<file path="src/rtl/ifu_pc_pkg.sv">
// rtl/ifu_pc_pkg.sv - shared IFU fetch-PC constants and thread-id type
package ifu_pc_pkg;

   localparam int          PC_W       = 48;
   localparam logic [47:0] RST_PC     = 48'h0000_00ff_f000_0020;
   localparam int          NTHR       = 4;
   localparam int          INST_BYTES = 4;

   typedef logic [1:0] thr_id_t;

endpackage

</file>
<file path="src/rtl/ifu_thr_pc_gen_if.sv">
// rtl/ifu_thr_pc_gen_if.sv - control inputs and F-stage outputs of the per-thread PC generator
interface ifu_thr_pc_gen_if #(
   parameter int PC_W = ifu_pc_pkg::PC_W
);
   import ifu_pc_pkg::*;

   logic [NTHR-1:0] thr_en;
   logic            stall_f;
   logic            redirect_vld;
   thr_id_t         redirect_thr;
   logic [PC_W-1:0] redirect_pc;

   logic [NTHR-1:0] thr_f;
   logic            inst_vld_f;
   logic [PC_W-1:0] pc_f;
   logic [PC_W-1:0] t0pc_f;
   logic [PC_W-1:0] t1pc_f;
   logic [PC_W-1:0] t2pc_f;
   logic [PC_W-1:0] t3pc_f;
   logic            kill_f;

   // master: the pipeline control side; slave: the PC generator
   modport master (
      output thr_en, stall_f, redirect_vld, redirect_thr, redirect_pc,
      input  thr_f, inst_vld_f, pc_f, t0pc_f, t1pc_f, t2pc_f, t3pc_f, kill_f
   );

   modport slave (
      input  thr_en, stall_f, redirect_vld, redirect_thr, redirect_pc,
      output thr_f, inst_vld_f, pc_f, t0pc_f, t1pc_f, t2pc_f, t3pc_f, kill_f
   );

endinterface

</file>
<file path="src/rtl/ifu_rr_arb4.sv">
// rtl/ifu_rr_arb4.sv - 4-request round-robin arbiter, search starts after the last grant
module ifu_rr_arb4
   import ifu_pc_pkg::*;
(
   input  logic [NTHR-1:0] req,
   input  thr_id_t         last,
   input  logic            advance,
   output logic [NTHR-1:0] gnt_oh,
   output thr_id_t         gnt_id,
   output logic            hit
);

   thr_id_t cand;

   always_comb begin
      gnt_oh = '0;
      gnt_id = last;
      hit    = 1'b0;
      cand   = last;
      // k == NTHR wraps back onto last itself, so a lone requester keeps winning
      for (int k = 1; k <= NTHR; k++) begin
         cand = last + thr_id_t'(k);
         if (advance && !hit && req[cand]) begin
            hit    = 1'b1;
            gnt_id = cand;
         end
      end
      if (hit) begin
         gnt_oh[gnt_id] = 1'b1;
      end
   end

endmodule

</file>
<file path="src/rtl/ifu_thr_pc_gen.sv">
// rtl/ifu_thr_pc_gen.sv - per-thread fetch PC registers, round-robin F-stage select and PC mux
module ifu_thr_pc_gen #(
   parameter int              PC_W   = ifu_pc_pkg::PC_W,
   parameter logic [PC_W-1:0] RST_PC = PC_W'(ifu_pc_pkg::RST_PC)
) (
   input  logic               clk,
   input  logic               rst,
   ifu_thr_pc_gen_if.slave    bus
);
   import ifu_pc_pkg::*;

   thr_id_t         last_thr;
   logic [NTHR-1:0] thr_f_q;
   logic            inst_vld_q;
   logic [PC_W-1:0] pc_q [NTHR];

   logic [NTHR-1:0] gnt_oh;
   thr_id_t         gnt_id;
   logic            hit;
   logic            kill;
   logic [PC_W-1:0] redir_tgt;
   logic [PC_W-1:0] pc_mux;

   ifu_rr_arb4 u_arb (
      .req     (bus.thr_en),
      .last    (last_thr),
      .advance (!bus.stall_f),
      .gnt_oh  (gnt_oh),
      .gnt_id  (gnt_id),
      .hit     (hit)
   );

   assign kill      = bus.redirect_vld & inst_vld_q & thr_f_q[bus.redirect_thr];
   assign redir_tgt = bus.redirect_pc & ~PC_W'(INST_BYTES - 1);

   // A killed slot under stall keeps thr_f so the pipe still knows which strand it was
   always_ff @(posedge clk or posedge rst) begin
      if (rst) begin
         thr_f_q    <= '0;
         inst_vld_q <= 1'b0;
         last_thr   <= thr_id_t'(NTHR - 1);
      end else if (!bus.stall_f) begin
         thr_f_q    <= gnt_oh;
         inst_vld_q <= hit;
         if (hit) begin
            last_thr <= gnt_id;
         end
      end else if (kill) begin
         inst_vld_q <= 1'b0;
      end
   end

   always_ff @(posedge clk or posedge rst) begin
      if (rst) begin
         for (int n = 0; n < NTHR; n++) begin
            pc_q[n] <= RST_PC;
         end
      end else begin
         for (int n = 0; n < NTHR; n++) begin
            if (bus.redirect_vld && bus.redirect_thr == thr_id_t'(n)) begin
               pc_q[n] <= redir_tgt;
            end else if (inst_vld_q && thr_f_q[n] && !bus.stall_f) begin
               pc_q[n] <= pc_q[n] + PC_W'(INST_BYTES);
            end
         end
      end
   end

   // AND-OR mux: pc_f tracks the selected register with no extra pipeline stage
   always_comb begin
      pc_mux = '0;
      for (int n = 0; n < NTHR; n++) begin
         pc_mux = pc_mux | (pc_q[n] & {PC_W{thr_f_q[n]}});
      end
   end

   assign bus.thr_f      = thr_f_q;
   assign bus.inst_vld_f = inst_vld_q;
   assign bus.pc_f       = pc_mux;
   assign bus.t0pc_f     = pc_q[0];
   assign bus.t1pc_f     = pc_q[1];
   assign bus.t2pc_f     = pc_q[2];
   assign bus.t3pc_f     = pc_q[3];
   assign bus.kill_f     = kill;

endmodule

</file>
<file path="src/flat_wrapper.sv">
// flat-port wrapper written by rule: the top's interface ports become plain ports
module ifu_thr_pc_gen_flat import ifu_pc_pkg::*;
#(
   parameter int              PC_W   = ifu_pc_pkg::PC_W,
   parameter logic [PC_W-1:0] RST_PC = PC_W'(ifu_pc_pkg::RST_PC)
)
  (clk, rst, bus_thr_en, bus_stall_f, bus_redirect_vld, bus_redirect_thr, bus_redirect_pc, bus_thr_f, bus_inst_vld_f, bus_pc_f, bus_t0pc_f, bus_t1pc_f, bus_t2pc_f, bus_t3pc_f, bus_kill_f);
  ifu_thr_pc_gen_if #(.PC_W(PC_W)) bus_i ();
  input  logic clk;
  input  logic rst;
  input wire logic [$bits(bus_i.thr_en)-1:0] bus_thr_en;
  input wire logic [$bits(bus_i.stall_f)-1:0] bus_stall_f;
  input wire logic [$bits(bus_i.redirect_vld)-1:0] bus_redirect_vld;
  input wire logic [$bits(bus_i.redirect_thr)-1:0] bus_redirect_thr;
  input wire logic [$bits(bus_i.redirect_pc)-1:0] bus_redirect_pc;
  output wire logic [$bits(bus_i.thr_f)-1:0] bus_thr_f;
  output wire logic [$bits(bus_i.inst_vld_f)-1:0] bus_inst_vld_f;
  output wire logic [$bits(bus_i.pc_f)-1:0] bus_pc_f;
  output wire logic [$bits(bus_i.t0pc_f)-1:0] bus_t0pc_f;
  output wire logic [$bits(bus_i.t1pc_f)-1:0] bus_t1pc_f;
  output wire logic [$bits(bus_i.t2pc_f)-1:0] bus_t2pc_f;
  output wire logic [$bits(bus_i.t3pc_f)-1:0] bus_t3pc_f;
  output wire logic [$bits(bus_i.kill_f)-1:0] bus_kill_f;
  assign bus_i.thr_en = bus_thr_en;
  assign bus_i.stall_f = bus_stall_f;
  assign bus_i.redirect_vld = bus_redirect_vld;
  assign bus_i.redirect_thr = bus_redirect_thr;
  assign bus_i.redirect_pc = bus_redirect_pc;
  assign bus_thr_f = bus_i.thr_f;
  assign bus_inst_vld_f = bus_i.inst_vld_f;
  assign bus_pc_f = bus_i.pc_f;
  assign bus_t0pc_f = bus_i.t0pc_f;
  assign bus_t1pc_f = bus_i.t1pc_f;
  assign bus_t2pc_f = bus_i.t2pc_f;
  assign bus_t3pc_f = bus_i.t3pc_f;
  assign bus_kill_f = bus_i.kill_f;
  ifu_thr_pc_gen #(.PC_W(PC_W), .RST_PC(RST_PC)) u_core (.clk(clk), .rst(rst), .bus(bus_i));
endmodule
</file>
<file path="config.mk">
export PLATFORM = sky130hd
export DESIGN_NAME = ifu_thr_pc_gen_flat
export DESIGN_NICKNAME = d
export VERILOG_FILES = /design/src/rtl/ifu_pc_pkg.sv /design/src/rtl/ifu_thr_pc_gen_if.sv /design/src/rtl/ifu_rr_arb4.sv /design/src/rtl/ifu_thr_pc_gen.sv /design/src/flat_wrapper.sv
export SDC_FILE = /design/constraint.sdc
export NUM_CORES = 1
export LEC_CHECK = 0
export BUFFER_PORTS_ARGS = -buffer_cell sky130_fd_sc_hd__buf_2
export CAP_MARGIN = 20
export CORE_MARGIN = 8
export CORE_UTILIZATION = 43
export CTS_CLUSTER_SIZE = 20
export DETAILED_ROUTE_END_ITERATION = 8
export GPL_TIMING_DRIVEN = 0
export PLACE_DENSITY_LB_ADDON = 0.25
export REMOVE_ABC_BUFFERS = 1
export SYNTH_ARGS = -nofsm -noshare
export SYNTH_HDL_FRONTEND = slang
export SYNTH_SLANG_ARGS = --single-unit
</file>
<file path="constraint.sdc">
create_clock -name clk -period 9.2 [get_ports clk]
set_clock_uncertainty 0.2 [all_clocks]
set_input_delay 0.46 -clock clk [delete_from_list [all_inputs] [get_ports clk]]
set_output_delay 0.46 -clock clk [all_outputs]
set_load 0.05 [all_outputs]
</file>
# --- After elaboration in Yosys (flattened, before gate mapping) ---
# Index checks and enable logic that the tools add are counted.
word_totals:
  out_inout_bits: 246
  ff_bits: 199
  word_cells: 96
classes:
  reduce_logical: 30
  muxes: 31
  add_sub_neg: 7
  order_cmp: 7
  n_bitwise: 10
  n_eq_ne: 4
ops:
  columns: ["operator", "count"]
  rows:
  - ["48-bit 2-to-1 mux", 8]
  - ["48-bit by 3-bit adder with 48-bit output (second input constant)", 4]
  - ["48-bit bitwise AND", 4]
  - ["48-bit OR", 3]
  - ["1-bit logical AND", 20]
  - ["2-bit by 3-bit less-than comparator with 1-bit output (second input constant)", 6]
  - ["1-bit 2-to-1 mux", 12]
  - ["1-bit binary-select mux with 2-bit select", 5]
  - ["2-bit 2-to-1 mux", 4]
  - ["2-bit nonzero test", 4]
  - ["2-bit adder (second input constant)", 2]
  - ["2-bit == test (second input constant)", 2]
  - ["1-bit zero test", 4]
  - ["4-bit 2-to-1 mux", 1]
  - ["2-bit by 1-bit adder with 2-bit output (second input constant)", 1]
  - ["1-bit bitwise AND", 2]
  - ["1-bit demux with 2-bit select", 1]
  - ["2-bit by 1-bit == test with 1-bit output (second input constant)", 1]
  - ["2-bit by 1-bit greater-or-equal comparator with 1-bit output (second input constant)", 1]
  - ["2-bit zero test", 1]
  - ["2-bit by 1-bit inequality test with 1-bit output (second input constant)", 1]
  - ["2-bit AND reduction", 1]
  - ["1-bit NOT", 1]

# --- Depth between registers and ports, before layout ---
# Gate-level depths: netlist (run 1).
depth:
  ltp_word: 22
  depth_mapped: 9
  ltp_nobuf: 7

# --- Cells and area by module ---
# From an unflattened synthesis (run 1), not the netlist that was laid out.
unflattened:
  hier_cells: 1448
  area_unflattened_um2: 12122.9
modules_own_cells:
  columns: ["module", "area_each_um2", "instances", "cells_per_inst"]
  rows:
  - ["ifu_thr_pc_gen", 11966.5, 1, 1425]
  - ["ifu_rr_arb4", 156.4, 1, 23]

# --- Worst setup path after synthesis (run 1) ---
# Ideal clock, no wire load.
synth_timing:
  path_type: "register to register"
  startpoint: "register u_core.pc_q, in the netlist u_core.bus.t2pc_f[17]"
  endpoint: "register u_core.pc_q, in the netlist u_core.bus.t2pc_f[36]"
  setup_time_ns: 0.082
  t_required_ns: 8.918
  period_less_slack_ns: 2.682
  path_slack_ns: 6.518
  t_arrival_ns: 2.400
  stages_incl_launch_ff: 7
  n_path_buf: 0
  path_cell_list: "dfrtp_1 -> nand4_2 -> or4_4 -> nor4b_4 -> nand2_1 -> xnor2_1 -> mux2_2"
synth_between:
  elab_chain_len: 3
synth_rtl:
  columns: ["item", "line_no", "rtl"]
  rows:
  - ["start, declared", "ifu_thr_pc_gen.sv:15", "logic [PC_W-1:0] pc_q [NTHR];"]
  - ["start signal, assigned by index", "ifu_thr_pc_gen.sv:61", "pc_q[n] <= redir_tgt;"]
  - ["start signal, assigned by index", "ifu_thr_pc_gen.sv:63", "pc_q[n] <= pc_q[n] + PC_W'(INST_BYTES);"]
  - ["48-bit by 3-bit adder with 48-bit output", "ifu_thr_pc_gen.sv:63", null]
  - ["48-bit 2-to-1 mux", "ifu_thr_pc_gen.sv:62", "end else if (inst_vld_q && thr_f_q[n] && !bus.stall_f) begin"]
  - ["48-bit 2-to-1 mux", "ifu_thr_pc_gen.sv:60", "if (bus.redirect_vld && bus.redirect_thr == thr_id_t'(n)) begin"]
# Every way passes these cells. The select of a mux whose other input is x is not followed.
# A chain may end at the register's enable or synchronous reset.

# --- Final worst setup path (run 1) ---
layout_timing:
  startpoint: "register u_core.thr_f_q[0], in the netlist u_core.bus.thr_f[0]"
  endpoint: "register u_core.pc_q, in the netlist u_core.bus.t0pc_f[26]"
layout_between:
  elab_chain_len: 3
layout_rtl:
  columns: ["item", "line_no", "rtl"]
  rows:
  - ["start, declared", "ifu_thr_pc_gen.sv:13", "logic [NTHR-1:0] thr_f_q;"]
  - ["start signal, assigned", "ifu_thr_pc_gen.sv:43", "thr_f_q <= gnt_oh;"]
  - ["1-bit logical AND (2 in a row)", "ifu_thr_pc_gen.sv:62", null]
  - ["2-bit nonzero test (no line)", null, null]
# Every way passes these cells.

==> impl_results.md, run 1 <==
- YS warnings: 0
- Total CTS buffers: 17
- CTS tree: yes
- DRC viols: 0
- P per Cell Area: 317.6 mW/mm2
- CP delay by family, top: simple AND/OR/NAND/NOR gates
- Routed len/inst: approximately 22 um
- Routed wire length: between 40,000 and 50,000 um
- Power, Total: 4.519 mW
- Overall routing resource usage: 26.40%
- Peak supply drop: 216.2 uV
- Arrival time worst endpoint: 3.66 ns
- Setup Crit Path Kind: flop to flop
- Dominant synthesized flop cell: dfrtp_1
- Worst slew pin tran: 0.9823 ns
- Final Cycle Share: 38.37%
- Setup WS post-layout: between 5 and 6 ns
- Critical path required time: just over 9 ns
- CP Depth: 6
- Max Freq: 0.2833 GHz
- Crit Path Max Fanout: 30
- Leading area contributor after synthesis: dfrtp_1
- Clk root buf: clkbuf_16
- GPL Wtd Cong: ~0.85
- Total congestion overflow: 0
- Critical Path Start Type: flop
- N_diodes: 0
- Top cell type's share of synthesized area: 29.22%
- Pin count of the biggest net entering global routing: 105
- Hpwl dp: 33,490 um
- Status: completed
- Fillcell total: around 2,600
- Placed Area: 0.01363 mm2
- Core Region: 0.02688 mm2
- Fraction of registers with async set/reset: between 90% and 100%
- Number of synthesized flops with an enable pin: 0
- Mapped Cells: between 1,000 and 1,500
- Post-CTS setup buffers: 0
- Synth Register Bits: 191
- Reg2reg end: u_core.bus.t0pc_f[26]
- Post_cts resized: 0
- Sequential area share after synthesis: 41.31%
- Max Slew Vio Count: 0
- Hold Path Class: input pin to flop
- Minimum clock period: 3.530 ns
- Hold endpoint: u_core.bus.t3pc_f[29]
- Clock slew seen by the registers of the worst setup and hold paths: about 0.080 ns
- RSZ-0062 raised after global routing: false
- Slew HR: approximately 34%
- Vias: 11,725
- Number of distinct library cells after synthesis: 51
- Die height: about 180 um
- Crit path capture type: flop
- WP buf/inv: 0
- Post-DRT Antenna Nets: 0
- Syn Std Cell Area: 0.01173 mm2
- Max-cap violations: 0
- Final #Nets: approximately 1,700
- Drt first pass iters: 5
- Ports: 304
- Clock Path Buffers: 2
- Layout cell share with drive strength beyond 1: 25.48%
- DIE AREA: 0.03283 mm2
- Worst path cell trace: nand4b_1 > nor3_1 > nor2b_1 > nand3_1 > xnor2_1 > mux2_2
- Die width: 181.2 um
- Port bufs: 291
- Final Hold Viols: 0
- P_leak: 5.832 nW
- Worst hold path depth: 3
- Top area cells in the synthesized netlist: dfrtp_1 (29%), dfstp_2 (12%), xnor2_1 (7.5%)
- Worst reg2reg startpoint: u_core.bus.thr_f[0]
- Post-place setup slack: 5.748 ns
- R2R setup slack: between 5 and 6 ns
- Area Growth Syn to Fin: 21.29%
- Number of global-route vias before repair: 11,310
- Mean Syn Cell Area: 8.374 um2
- H-tree depth: 4
- Fin area: 0.01423 mm2
- First-pass GRT wire length: 68,410 um
- Vias per cell: around 5.8
- Sum of negative setup slack: 0 ns
- Worst-Skew Late Latency: 0.44 ns
- Slowest CP cell: dfrtp_2
- Antenna violations before repair: 2
- Initial core utilization: 43.65%
- Iteration-0 DRC Markers: between 1,000 and 1,500
- Setup violations, final: 0
- Clock sinks: between 150 and 200
- HP Start: bus_redirect_pc[29]
- Row cnt: 60
- Reg2Reg Depth: 6
- CP max stage delay: about 0.87 ns
final cells by class:
cell class	count	area [um2]	area share, %
multi-input combinational	1116	6505	45.71
sequential	191	4852	34.10
timing repair buffer	310	1802	12.66
clock buffer	19	432.9	3.042
tap	341	426.7	2.998
clock inverter	13	132.6	0.9320
inverter	19	78.83	0.5539
Yosys cell counts, drive strengths merged, types with 14 or more instances:
master and n:
nor3 38, and3 31, nand4 65, inv 19, xnor2 101, dfstp 54, clkbuf 61, dfrtp 137
buf 23, xor2 80, a21oi 106, nand2 190, nand3 71, a22oi 91, o21ai 74, nor4 14
nor2 172
worst max-delay path by stage:
stage | start | to | slack (ns)
3_5_place_dp | u_core.bus.thr_f[0] | u_core.bus.t0pc_f[26] | 5.75
3_3_place_gp | rst | u_core.bus.t2pc_f[46] | 0.86
2_1_floorplan | rst | u_core.bus.inst_vld_f | 3.43
5_1_grt | u_core.bus.thr_f[0] | u_core.bus.t0pc_f[26] | 5.53
6_report | u_core.bus.thr_f[0] | u_core.bus.t0pc_f[26] | 5.67
4_1_cts | u_core.bus.thr_f[0] | u_core.bus.t0pc_f[26] | 5.73
cells in the final DEF (no fill, tap or decap), drive strengths merged, types with 23 or more instances in the layout:
cell type    n
nand2      190
xor2        80
nor2       172
dfstp       54
inv         23
and3        31
buf        308
nand4       65
a21oi      106
a22oi       91
o21ai       74
nor3        38
nand3       71
xnor2      101
dfrtp      137
routing by layer:
layer  global-route usage (%)  up-vias  part of all wire [%]
met4                    9.479        4                   3.0
met3                    5.978       74                   7.7
li1                         -     5417                     -
met1                    35.11     5707                    44
met5                        0        -                 0.052
met2                    41.57      523                    45
stage by stage:
| step | hold WS, ns | utilization, % | cells |
|---|---|---|---|
| floorplan | 0.3158 | - | 1326 |
| global placement | 0.3325 | 49.46 | 1958 |
| detailed placement | 0.3419 | 50.71 | 1975 |
| CTS | 0.05133 | 52.85 | 2008 |
| global route | 0.06326 | 52.95 | 2009 |
| finish | 0.05873 | 52.95 | 2009 |
state kept, by name (all words and copies together), names as in the netlist:
signal and flops:
u_core.bus.inst_vld_f 1, u_core.bus.t0pc_f 46, u_core.bus.t1pc_f 46, u_core.bus.t2pc_f 46, u_core.bus.t3pc_f 46, u_core.bus.thr_f 4, u_core.last_thr 2
repair_timing:
action	4_1_cts	5_1_grt
hold endpoints to repair	85	0
endpoints found under the setup margin	0	0
hold buffers	1	0
cells by family (layout without fill, tap and decap cells):
| logic type | Yosys count | after routing | synth area share, % |
|---|---|---|---|
| buffers and inverters | 103 | 361 | 3.658 |
| other | 1 | 10 | 0.03196 |
| XOR/XNOR | 181 | 181 | 13.51 |
| adder cells (fa/ha/maj) | 4 | 4 | 0.4266 |
| multiplexers | 15 | 15 | 1.493 |
| flip-flops | 191 | 191 | 41.31 |
| AND/OR/NAND/NOR | 624 | 624 | 25.30 |
| AO/OA/AOI/OAI | 282 | 282 | 14.27 |
tightest hold or removal path, stage by stage:
cell     delay, ns
buf_2         0.12
nand2_1       0.05
o21ai_0       0.07
where the power goes:
group	internal [mW]	switching, mW
Combinational	0.589	1.75
Sequential	1.05	0.394
Clock	0.380	0.361
Power figures use the tool's default switching activity.
==> inputs of run 2 (changes only) <==
--- a/config.mk
+++ b/config.mk
@@ -5,6 +5,7 @@
 export SDC_FILE = /design/constraint.sdc
 export NUM_CORES = 1
 export LEC_CHECK = 0
+export ABC_AREA = 1
 export BUFFER_PORTS_ARGS = -buffer_cell sky130_fd_sc_hd__buf_2
 export CAP_MARGIN = 20
 export CORE_MARGIN = 8
==> constraint.sdc (replaced) <==
create_clock -name clk -period 2.9 [get_ports clk]
set_clock_uncertainty 0.2 [all_clocks]
set_input_delay 0.145 -clock clk [delete_from_list [all_inputs] [get_ports clk]]
set_output_delay 0.145 -clock clk [all_outputs]
set_load 0.05 [all_outputs]
==> impl_results.md, run 2 <==
- Clk root buf: clkbuf_16 (unchanged)
- Mapped Cells: 2,168 (was 1,401)
- CP Launch Point: u_core.bus.thr_f[0] (unchanged)
- Sequential share of power: 27.8% (was 31.9%)
- GPL Wtd Cong: 1.034 (was 0.8484)
- Clock slew seen by the registers of the worst setup and hold paths: 0.07 ns (was 0.08 ns)
- Syn Std Cell Area: 0.01474 mm2 (was 0.01173 mm2)
- Dominant synthesized flop cell: dfrtp_1 (unchanged)
- Net switching power: 14.14 mW (was 2.502 mW)
- Vias: 17,157 (was 11,725)
- RSZ-0062 raised after global routing: false (unchanged)
- Status: completed (unchanged)
- Number of global-route vias before repair: 16,079 (was 11,310)
- Hpwl dp: 56,580 um (was 33,490 um)
- Clock share of power: 10.4% (was 16.4%)
- DIE AREA: 0.04046 mm2 (was 0.03283 mm2)
- HP Start: bus_redirect_pc[47] (was bus_redirect_pc[29])
- Routed wire length: 72,590 um (was 44,300 um)
- Final #Nets: 2,538 (was 1,717)
- Power, Total: 22.78 mW (was 4.519 mW)
- Arrival time worst endpoint: 2.54 ns (was 3.66 ns)
- Max Slew Vio Count: 0 (unchanged)
- DRC viols: 0 (unchanged)
- Sequential area share after synthesis: 32.88% (was 41.31%)
- Most frequent cells in the layout: nand2_1 (617), buf_2 (291), inv_1 (273) (was buf_2 (291), nand2_1 (190), nor2_1 (172))
- Ports: 304 (unchanged)
- Fraction of registers with async set/reset: 100.0% (unchanged)
- Area Growth Syn to Fin: 20.40% (was 21.29%)
- List of most frequent post-synthesis cells: nand2_1 (620), inv_1 (277), nor2_1 (244) (was nand2_1 (190), nor2_1 (172), dfrtp_1 (137))
- Post-place setup slack: -1.070 ns (was 5.748 ns)
- Reg2reg end: u_core.bus.t1pc_f[40] (was u_core.bus.t0pc_f[26])
- Initial core utilization: 43.20% (was 43.65%)
- R2R setup slack: 0.17 ns (was 5.67 ns)
- YS warnings: 0 (unchanged)
- Minimum clock period: 2.886 ns
- Die width: 201.2 um (was 181.2 um)
- Setup crit end: bus_pc_f[15] (was u_core.bus.t0pc_f[26])
- Worst slew pin tran: 1.235 ns (was 0.9823 ns)
- Antenna violations before repair: 0 (was 2)
- Critical Path Start Type: flop (unchanged)
- Int Power: 8.636 mW (was 2.018 mW)
- Core Region: 0.03412 mm2 (was 0.02688 mm2)
- Row cnt: 68 (was 60)
- Switching Fraction: 62.08% (was 55.36%)
- First-pass GRT wire length: 105,800 um (was 68,410 um)
- Final Cycle Share: between 90% and 100%
- Final Hold Viols: 0 (unchanged)
- Drt first pass iters: 6 (was 5)
- Setup Crit Path Kind: flop to output port (was flop to flop)
- Max-cap violations: 0 (unchanged)
- Setup violations, final: 0 (unchanged)
- Routed len/inst: 24.66 um (was 22.05 um)
- Layout cell share with drive strength beyond 1: 20.05% (was 25.48%)
- H-tree depth: 4 (unchanged)
- P_leak: 7.932 nW (was 5.832 nW)
- Pin count of the biggest net entering global routing: 117 (was 105)
- Hold Path Class: input pin to flop (unchanged)
- Crit path capture type: output port (was flop)
- Worst reg2reg startpoint: u_core.bus.t1pc_f[2] (was u_core.bus.thr_f[0])
- Total CTS buffers: 17 (unchanged)
- Most common cell after layout, fill and taps aside: nand2_1 (was buf_2)
- Mean Syn Cell Area: 6.799 um2 (was 8.374 um2)
- Die height: 201.2 um (was 181.2 um)
- Number of distinct library cells after synthesis: 39 (was 51)
- Fillcell total: 3,516 (was 2,557)
- Iteration-0 DRC Markers: 1,964 (was 1,126)
- Port bufs: 291 (unchanged)
- Max Freq: between 0.3 and 0.4 GHz
- Setup WS post-layout: 0.01410 ns (was 5.670 ns)
- Leading area contributor after synthesis: dfrtp_1 (unchanged)
- Comb pwr share: 61.8% (was 51.7%)
- Top cell type's share of synthesized area: 23.26% (was 29.22%)
- Top area cells in the synthesized netlist: dfrtp_1 (23%), nand2_1 (16%), dfstp_2 (9.6%) (was dfrtp_1 (29%), dfstp_2 (12%), xnor2_1 (7.5%))
- N_diodes: 0 (unchanged)
- P per Cell Area: 1283 mW/mm2 (was 317.6 mW/mm2)
- Peak supply drop: 893.7 uV (was 216.2 uV)
- Synth Register Bits: 191 (unchanged)
- Vias per cell: 5.828 (was 5.836)
- Post-DRT Antenna Nets: 0 (unchanged)
- Reg2Reg Depth: 9 (was 6)
- Critical path required time: 2.56 ns (was 9.33 ns)
- Clock Path Buffers: 2 (unchanged)
- Number of synthesized flops with an enable pin: 0 (unchanged)
- Worst-Skew Late Latency: 0.47 ns (was 0.44 ns)
- Total congestion overflow: 0 (unchanged)
- Clock sinks: 191 (unchanged)
- Overall routing resource usage: 34.62% (was 26.40%)
- CTS tree: yes (unchanged)
- Cell with the most instances after synthesis: nand2_1 (unchanged)
- Slew HR: 17.38% (was 34.16%)
- Crit Path Max Fanout: 27 (was 30)
[run 2: cell types whose count changed in the layout (fill, tap and decap cells not counted), moves of 29 or more]
cell           change
inv_1            +255
xnor2_1           -91
dlygate4sd3_1     +50
and3_1            -30
nand4_1           -42
nor2_1            +71
o221ai_1         +100
a22oi_1           -89
inv_2             +29
o22ai_1           +64
o211ai_1          +40
nand2_1          +427
a21oi_1           -49
xor2_1            +55
[run 2: how the worst min path moves through the flow]
stage                                  to  slack, ns  cells past startpoint
floorplan             u_core.bus.thr_f[1]       0.06                      2
global placement     u_core.bus.t3pc_f[5]       0.19                      3
detailed placement  u_core.bus.t2pc_f[43]       0.06                      2
CTS                  u_core.bus.t2pc_f[2]      0.004                      4
global route        u_core.bus.t0pc_f[47]       0.05                      5
finish              u_core.bus.t3pc_f[47]       0.04                      5
[run 2: cell families (layout without fill, tap and decap cells)]
kind of cell | after synthesis | after routing | synth area share (%)
DFF | 191 | 191 | 32.88
adders and majority gates | 4 | 4 | 0.3395
and+or+nand+nor | 1087 | 1088 | 31.32
AOI/OAI and AO/OA | 351 | 351 | 16.26
buffers and inverters | 389 | 700 | 10.56
xor gates and xnor gates | 145 | 145 | 8.616
other | 1 | 10 | 0.02544
[run 2: routing by layer]
metal  routed length (um)  GRT usage [%]
met3                 8363          9.167
met5                    0              0
met4                 3631          16.27
met2                30440          50.19
met1                30160          47.36
[run 2: power groups by stage]
| stage | logic, mW | registers, mW | clock network (mW) |
|---|---|---|---|
| after floorplan | 6.01 | 9.71 | 0 |
| after global placement | 13.6 | 6.23 | 0 |
| after detailed placement | 13.8 | 6.25 | 0 |
| after CTS | 14.0 | 6.24 | 2.37 |
| after global routing | 14.8 | 6.47 | 2.45 |
| final | 14.1 | 6.33 | 2.38 |
[run 2: what timing repair did]
action                                  in CTS  in global routing
resized for setup                           11                 14
hold buffers                                51                  0
hold endpoints to repair                   232                  0
pin swaps                                    1                  0
endpoints found under the setup margin     224                 91
gates cloned                                 3                  0
setup buffers                                6                  0
[run 2: final cells by class]
cell class / count / area [um2] / area share, %
Clock buffer: 22 / 454.2 / 2.559
Clock inverter: 10 / 88.84 / 0.5006
Inverter: 311 / 1195 / 6.733
Multi-Input combinational cell: 1598 / 8407 / 47.37
Sequential cell: 191 / 4862 / 27.40
Tap cell: 455 / 569.3 / 3.208
Timing Repair Buffer: 355 / 2156 / 12.15
Timing Repair inverter: 2 / 15.01 / 0.08460
[run 2: worst max-delay path, cell delays in order, from the launching register on]
cell        delay, ns
dfrtp_4          0.73
clkinvlp_4       0.19
buf_4            0.21
o22ai_1          0.37
a21oi_1          0.07
o21ai_0          0.16
buf_2            0.33
[run 2: metrics by stage]
step	hold slack [ns]	util (%)	std cells	TNS, ns	cell area [um2]
floorplan	0.06182	-	2099	-414.86	14390
CTS	0.003716	51.91	2944	0	17710
detailed placement	0.05859	48.57	2852	-95.10	16570
global route	0.05252	52.02	2944	0	17750
finish	0.03693	52.02	2944	0	17750
global placement	0.1932	48.10	2845	-1077.16	16410
==> inputs of run 3 (changes only) <==
==> constraint.sdc (replaced) <==
create_clock -name clk -period 2.6 [get_ports clk]
set_clock_uncertainty 0.2 [all_clocks]
set_input_delay 0.13 -clock clk [delete_from_list [all_inputs] [get_ports clk]]
set_output_delay 0.13 -clock clk [all_outputs]
set_load 0.05 [all_outputs]
==> impl_results.md, run 3 (synthesized netlist as in run 2, its figures left out) <==
- Comb pwr share: 62.5% (was 61.8%)
- DIE AREA: 0.04046 mm2 (unchanged)
- Final Cycle Share: 100.5%
- Sequential share of power: 27.1% (was 27.8%)
- Routed len/inst: 25.00 um (was 24.66 um)
- Final Hold Viols: 0 (unchanged)
- Placed Area: 0.01657 mm2 (unchanged)
- Most frequent cells in the layout: nand2_1 (616), buf_2 (284), inv_1 (273) (was nand2_1 (617), buf_2 (291), inv_1 (273))
- Drt first pass iters: 5 (was 6)
- Max Freq: 0.3826 GHz
- Iteration-0 DRC Markers: 2,036 (was 1,964)
- Vias: 17,402 (was 17,157)
- Max Slew Vio Count: 0 (unchanged)
- Hold Path Class: input pin to flop (unchanged)
- Final #Nets: 2,545 (was 2,538)
- Crit path capture type: output port (unchanged)
- P per Cell Area: 1433 mW/mm2 (was 1283 mW/mm2)
- Minimum clock period: 2.614 ns
- P_leak: 7.986 nW (was 7.932 nW)
- Worst slew pin tran: 1.184 ns (was 1.235 ns)
- CTS tree: yes (unchanged)
- Clk root buf: clkbuf_16 (unchanged)
- Failing checks: setup timing
- Clock Path Buffers: 2 (unchanged)
- Most common cell after layout, fill and taps aside: nand2_1 (unchanged)
- Final instance count without filler cells: 2,952 (was 2,944)
- Placed insts: 2,852 (unchanged)
- Int Power: 9.765 mW (was 8.636 mW)
- Clock sinks: 191 (unchanged)
- Die width: 201.2 um (unchanged)
- Core Region: 0.03412 mm2 (unchanged)
- Clock share of power: 10.3% (was 10.4%)
- Sum of negative setup slack: -0.01393 ns (was 0 ns)
- Hpwl dp: 56,580 um (unchanged)
- GPL Wtd Cong: 1.034 (unchanged)
- Initial core utilization: 43.20% (unchanged)
- Setup WS post-layout: -0.01393 ns (was 0.01410 ns)
- Ports: 304 (unchanged)
- Clock slew seen by the registers of the worst setup and hold paths: 0.07 ns (about the same)
- Number of global-route vias before repair: 16,270 (was 16,079)
- Setup violations, final: 1 (was 0)
- Row cnt: 68 (unchanged)
- Fillcell total: 3,502 (was 3,516)
- Status: complete, but fails checks (was completed)
- Fin area: 0.01790 mm2 (was 0.01775 mm2)
- DRC viols: 0 (unchanged)
- Antenna violations before repair: 1 (was 0)
- Crit Path Max Fanout: 16 (was 27)
- Post-place setup slack: -1.370 ns (was -1.070 ns)
- Arrival time worst endpoint: 2.28 ns (was 2.54 ns)
- Critical Path Start Type: flop (unchanged)
- Pin count of the biggest net entering global routing: 117 (unchanged)
- Slew HR: 20.75% (was 17.38%)
- Critical path required time: 2.27 ns (was 2.56 ns)
- Core Util, Final: 52.48% (was 52.02%)
- H-tree depth: 4 (unchanged)
- Max-cap violations: 0 (unchanged)
- Setup Crit Path Kind: flop to output port (unchanged)
- Vias per cell: 5.895 (was 5.828)
- Die height: 201.2 um (unchanged)
- Total CTS buffers: 17 (unchanged)
- Total congestion overflow: 0 (unchanged)
- Area Growth Syn to Fin: 21.47% (was 20.40%)
- Post-DRT Antenna Nets: 0 (unchanged)
- Switching Fraction: 61.95% (was 62.08%)
- Port bufs: 291 (unchanged)
- Overall routing resource usage: 35.08% (was 34.62%)
- Net switching power: 15.90 mW (was 14.14 mW)
- First-pass GRT wire length: 106,900 um (was 105,800 um)
- Routed wire length: 73,800 um (was 72,590 um)
- Peak supply drop: 1001 uV (was 893.7 uV)
- Worst-Skew Late Latency: 0.47 ns (about the same)
- Layout cell share with drive strength beyond 1: 20.63% (was 20.05%)
## run 3: power groups by stage
stage               registers [mW]  clock network, mW  logic [mW]
floorplan                     10.8                  0        6.71
global placement              6.95                  0        15.1
detailed placement            6.97                  0        15.4
CTS                           6.89               2.64        15.8
global route                  7.12               2.73        16.9
finish                        6.97               2.65        16.0
## run 3: repair_timing
action | 4_1_cts | 5_1_grt
buffers inserted | 11 | 1
setup endpoints to repair | 231 | 79
pin swaps | 1 | 0
hold endpoints to repair | 239 | 0
hold buffers | 52 | 0
cloned | 3 | 0
gates resized for setup | 24 | 18
## run 3: cell type report
class / count / area (um2) / area share [%]
Multi-Input combinational cell: 1598 / 8448 / 47.18
Sequential cell: 191 / 4863 / 27.16
Timing Repair Buffer: 362 / 2268 / 12.67
Inverter: 311 / 1197 / 6.688
Tap cell: 455 / 569.3 / 3.180
Clock buffer: 22 / 454.2 / 2.537
Clock inverter: 10 / 88.84 / 0.4962
Timing Repair inverter: 2 / 12.51 / 0.06988
Antenna cell: 1 / 2.502 / 0.01398
## run 3: path summary, 6_finish.rpt
kind,from,end,slack (ns),cells after the start
worst min register to register,u_core.bus.t3pc_f[32],u_core.bus.t3pc_f[32],0.33,2
worst max register to register,u_core.bus.thr_f[3],u_core.bus.t3pc_f[12],0.05,7
min in group asynchronous,rst,u_core.bus.t2pc_f[43],0.09,3
max in group asynchronous,rst,u_core.bus.thr_f[1],1.05,4
worst max-delay path,u_core.bus.thr_f[3],bus_pc_f[17],-0.01,6
worst min-delay path,bus_redirect_pc[47],u_core.bus.t3pc_f[47],0.01,5
## run 3: layer usage
layer,part of all wire (%),GRT usage (%),wire length (um),up-vias
met1,41,47.94,30160,8317
met2,42,50.58,30850,1187
met3,12,9.489,9036,165
met5,0,0,0,-
li1,-,-,-,7733
met4,5.1,16.90,3752,0
## run 3: metrics by stage
| stage | hold WS [ns] | total power [mW] |
|---|---|---|
| floorplan | 0.04682 | 17.54 |
| global route | 0.03790 | 26.74 |
| detailed placement | 0.04359 | 22.36 |
| global placement | 0.1782 | 22.08 |
| CTS | 0.003551 | 25.34 |
| finish | 0.01496 | 25.67 |
## run 3: worst max-delay path, stage by stage (launching register included)
cell and delay (ns):
dfrtp_4 0.51, clkinvlp_4 0.17, buf_16 0.19, o22ai_1 0.26, a21oi_1 0.07, o21ai_0 0.23, clkbuf_4 0.37
